===== config.mk =====
export PLATFORM = sky130hd
export DESIGN_NAME = ped_signal_controller
export DESIGN_NICKNAME = d
export VERILOG_FILES = /design/src/rtl/ped_signal_controller.sv
export SDC_FILE = /design/constraint.sdc
export NUM_CORES = 1
export LEC_CHECK = 0
export BUFFER_PORTS_ARGS = -buffer_cell sky130_fd_sc_hd__buf_4
export CAP_MARGIN = 20
export CELL_PAD_IN_SITES_DETAIL_PLACEMENT = 1
export CELL_PAD_IN_SITES_GLOBAL_PLACEMENT = 1
export CORE_UTILIZATION = 43
export DETAILED_ROUTE_END_ITERATION = 7
export PLACE_DENSITY = 0.81
export SLEW_MARGIN = 40
export SYNTH_ARGS = -nofsm -noshare
export SYNTH_HDL_FRONTEND = slang
export SYNTH_SLANG_ARGS = --single-unit

===== constraint.sdc =====
create_clock -name clk -period 5.4 [get_ports clk]
set_input_delay 0.81 -clock clk [delete_from_list [all_inputs] [get_ports clk]]
set_output_delay 0.81 -clock clk [all_outputs]
set_load 0.005 [all_outputs]

===== src/rtl/ped_signal_controller.sv =====
// Pedestrian WALK / DON'T WALK stage fed by the vehicle lamp outputs of the traffic light controller.
// Optional countdown display: define PED_COUNTDOWN_EN to expose the live interval counter.
module ped_signal_controller #(
  parameter int unsigned WALK_CYCLES  = 8,
  parameter int unsigned CLEAR_CYCLES = 4,
  parameter int unsigned CNT_W        = 4
) (
  input  logic             clk,
  input  logic             rst_n,
  input  logic             red,
  input  logic             yellow,
  input  logic             green,
  input  logic             ped_req,
  output logic             walk,
  output logic             dont_walk,
  output logic             req_pending,
  output logic [CNT_W-1:0] countdown,
  output logic             fault
);

  typedef enum logic [1:0] {
    ST_IDLE  = 2'd0,
    ST_WALK  = 2'd1,
    ST_CLEAR = 2'd2,
    ST_FAULT = 2'd3
  } state_e;

  localparam logic [CNT_W-1:0] WALK_LOAD  = CNT_W'(WALK_CYCLES - 1);
  localparam logic [CNT_W-1:0] CLEAR_LOAD = CNT_W'(CLEAR_CYCLES - 1);
  localparam logic [CNT_W-1:0] CNT_ONE    = CNT_W'(1);

  state_e           state_q, state_d;
  logic [CNT_W-1:0] cnt_q, cnt_d;
  logic             req_q, req_d;
  logic             flash_q, flash_d;

  logic red_only, prep, illegal;

  assign red_only = red & ~yellow & ~green;
  assign prep     = red & yellow & ~green;
  assign illegal  = (green & red) | (green & yellow) | (~red & ~yellow & ~green);

  always_ff @(posedge clk or negedge rst_n) begin
    if (!rst_n) begin
      state_q <= ST_IDLE;
      cnt_q   <= '0;
      req_q   <= 1'b0;
      flash_q <= 1'b1;
    end else begin
      state_q <= state_d;
      cnt_q   <= cnt_d;
      req_q   <= req_d;
      flash_q <= flash_d;
    end
  end

  // Next-state, counter, request latch and flash phase
  always_comb begin
    state_d = state_q;
    cnt_d   = cnt_q;
    req_d   = req_q;
    flash_d = flash_q;

    // A press while already walking is being served, so it is not latched
    if (ped_req && (state_q != ST_WALK)) begin
      req_d = 1'b1;
    end

    if (illegal) begin
      state_d = ST_FAULT;
      cnt_d   = '0;
    end else begin
      case (state_q)
        ST_IDLE: begin
          if (req_q && red_only) begin
            state_d = ST_WALK;
            cnt_d   = WALK_LOAD;
            req_d   = 1'b0;
          end
        end
        ST_WALK: begin
          if (green || !red) begin
            state_d = ST_IDLE;
            cnt_d   = '0;
          end else if (prep || (cnt_q == '0)) begin
            state_d = ST_CLEAR;
            cnt_d   = CLEAR_LOAD;
            flash_d = 1'b1;
          end else begin
            cnt_d = cnt_q - CNT_ONE;
          end
        end
        ST_CLEAR: begin
          flash_d = ~flash_q;
          if (green || (cnt_q == '0)) begin
            state_d = ST_IDLE;
            cnt_d   = '0;
          end else begin
            cnt_d = cnt_q - CNT_ONE;
          end
        end
        ST_FAULT: begin
          cnt_d = '0;
          if (red_only) begin
            state_d = ST_IDLE;
          end
        end
        default: begin
          state_d = ST_IDLE;
          cnt_d   = '0;
        end
      endcase
    end
  end

  // walk is gated by the live inputs so it drops the instant red-only is lost
  assign walk        = (state_q == ST_WALK) & red_only;
  assign dont_walk   = (state_q == ST_CLEAR) ? flash_q : ~walk;
  assign req_pending = req_q;
  assign fault       = (state_q == ST_FAULT);

`ifdef PED_COUNTDOWN_EN
  assign countdown = ((state_q == ST_WALK) || (state_q == ST_CLEAR)) ? cnt_q : '0;
`else
  assign countdown = '0;
`endif

endmodule


==> flow_summary.toml <==
[routing]
wl_per_cell_um = 15.6
vias_per_cell = 5.60
drt_iter0_drc = 21
postRouteAntennaNets = 0
firstDrtPassIters = 4
dr_total_vias = 705
finalWirelength_um = 1960
route.detailed.drc = 0

[critical_path]
cp.arrival_ps = 1730
critPathCaptureType = "output port"
path_delay_family = "simple AND/OR/NAND/NOR gates"
cp_num_buf_inv = 2
cp_max_fo = 7
worstSetupPathType = "reg2out"
slowest_stage = "dfrtp_1"
worstPathCellList = "inv_1 > ha_1 > nand3b_1 > nor3_1 > a21oi_1 > buf_4"
slowest_delay_ps = 410
cp-start-kind = "register"
rrSetupSlack_ps = 3480
cp.required_ps = 4590

[layout]
syn2layout_area_growth_pct = 10.1
final_cell_mix = "inv_1 (9), buf_4 (9), o21ai_0 (7), ha_1 (7), dfrtp_1 (7)"
layout.nets = 115
drive_gt1_share_pct = 18.8
n_antenna_cell = 0

[sta]
clock.fmax_ghz = 0.394
fin_skew_ps = 18.8
hold_slack_ps = 345
drv_slew = 0
finalHoldViolations = 0
period_share_pct = 46.9
fin_setup_tns_ps = 0
setup-violations-final = 0
min_period_ps = 2540
rsz0062_at_grt = "no"

[floorplan]
fp.dieH_um = 45.0
die_w_um = 45.0
rows = 15
dieArea_um2 = 2020
initial_utilization_pct = 46.0
coreArea_um2 = 1730
io_pins = 14

[hold_path]
holdCritPathClass = "in2async"

[clock_network]
clk_latency_ps = 270
cts.repair.resized = 0
post-cts-setup-buffer-count = 0
cts_hold_buf = 0
clockBufferDepth = 2
cts_max_level = 1
clk_pin_slew_worst_paths_ps = 70
cts_buffers = 3
clock_sinks = 8
cts_tree = "done"
root_buffer = "clkbuf_4"

[global_routing]
use_met2_pct = 37.4
grt_pass1_vias = 721
antenna_found_initial = 0
use_met3_pct = 8.80
grt-ovfl-total = 0
top_usage_layer = "met2"
grt_pass1_wl_um = 3330
grt_use_total_pct = 23.7
grt_max_degree = 17
grt_use_met1_pct = 30.4

[synth]
avgSynthCellArea_um2 = 8.54
ys.flop_type = "dfrtp_1"
synth-edff-count = 0
synthArstFlopShare_pct = 100
synth_area_um2 = 795
syn_inst = 93
yosys_register_bits = 8
ys_seq_area_share_pct = 25.4
ys_types = 43
ys_warn_count = 0

[flow_run]
maxCapViolCount = 0

[placed_design]
finalWeightedCongestion = 0.769
port_buffers = 9
dp_hpwl_um = 1530

[power]
power_density_nw_per_um2 = 446
leakage_uw = 0.000420
finalPower_uw = 390
ir_drop_mv = 0.233

[run_status]
status = "complete, no violations"
logic make-up after synthesis:
kind of cell             share of synthesized area [%]
flip-flops                                        25.4
adder cells (fa/ha/maj)                           11.0
other                                            0.472
AO/OA/AOI/OAI                                     30.4
AND/OR/NAND/NOR                                   19.5
multiplexers                                      1.89
buffers and inverters                             11.3
path summary, 6_finish.rpt:
path                                 start         to  depth (start not counted)
worst max-delay path            state_q[1]  dont_walk                          6
worst min-delay path                 rst_n   cnt_q[3]                          1
worst max register to register    cnt_q[0]    flash_q                          6
worst min register to register    cnt_q[0]   cnt_q[0]                          2
max in group asynchronous            rst_n    flash_q                          1
min in group clk                  cnt_q[0]   cnt_q[0]                          2
registers in the layout, indices dropped and copies added (netlist names):
register / count
cnt_q: 4
flash_q: 1
req_pending: 1
state_q: 2
final cells by class:
cell class	count	area, µm²
Timing Repair Buffer	9	67.6
Clock buffer	4	26.3
Multi-Input combinational cell	71	514
Inverter	9	33.8
Sequential cell	8	201
Tap cell	25	31.3
Fill cell	219	852
through the flow:
step	instance area (µm²)	worst slack, ps	cells	utilization [%]
after global routing	875	2760	126	50.7
final	875	2860	126	50.7
after CTS	875	2860	126	50.7
after floorplan	806	3240	96	-
after detailed placement	848	2940	122	49.1
after global placement	848	2970	122	49.1
cell usage after synthesis, types with 2 or more instances:
cell type	instances	area share (%)
o21bai_1	3	2.8
a21oi_1	3	1.9
inv_1	9	4.3
o21ai_0	7	4.4
buf_2	2	1.3
nor2_1	6	2.8
nor2b_1	2	1.6
a22o_1	2	2.2
buf_4	4	3.8
ha_1	7	11
nand2b_1	4	3.1
or3_1	2	1.6
nand2_1	5	2.4
nor3_1	2	1.3
dfrtp_1	7	22
routing by layer:
metal  routed length [µm]  vias to the layer above  part of all wire (%)
met3                   96                        4                   4.9
met1                  905                      342                    46
li1                     -                      342                     -
met4                   17                        0                  0.87
met5                    0                        -                     0
met2                  941                       17                    48
power by group:
| group | internal (µW) | switching [µW] |
|---|---|---|
| Clock | 28.4 | 23.0 |
| Sequential | 82.3 | 21.9 |
| Combinational | 104 | 131 |
(Power assumes the default switching activity.)
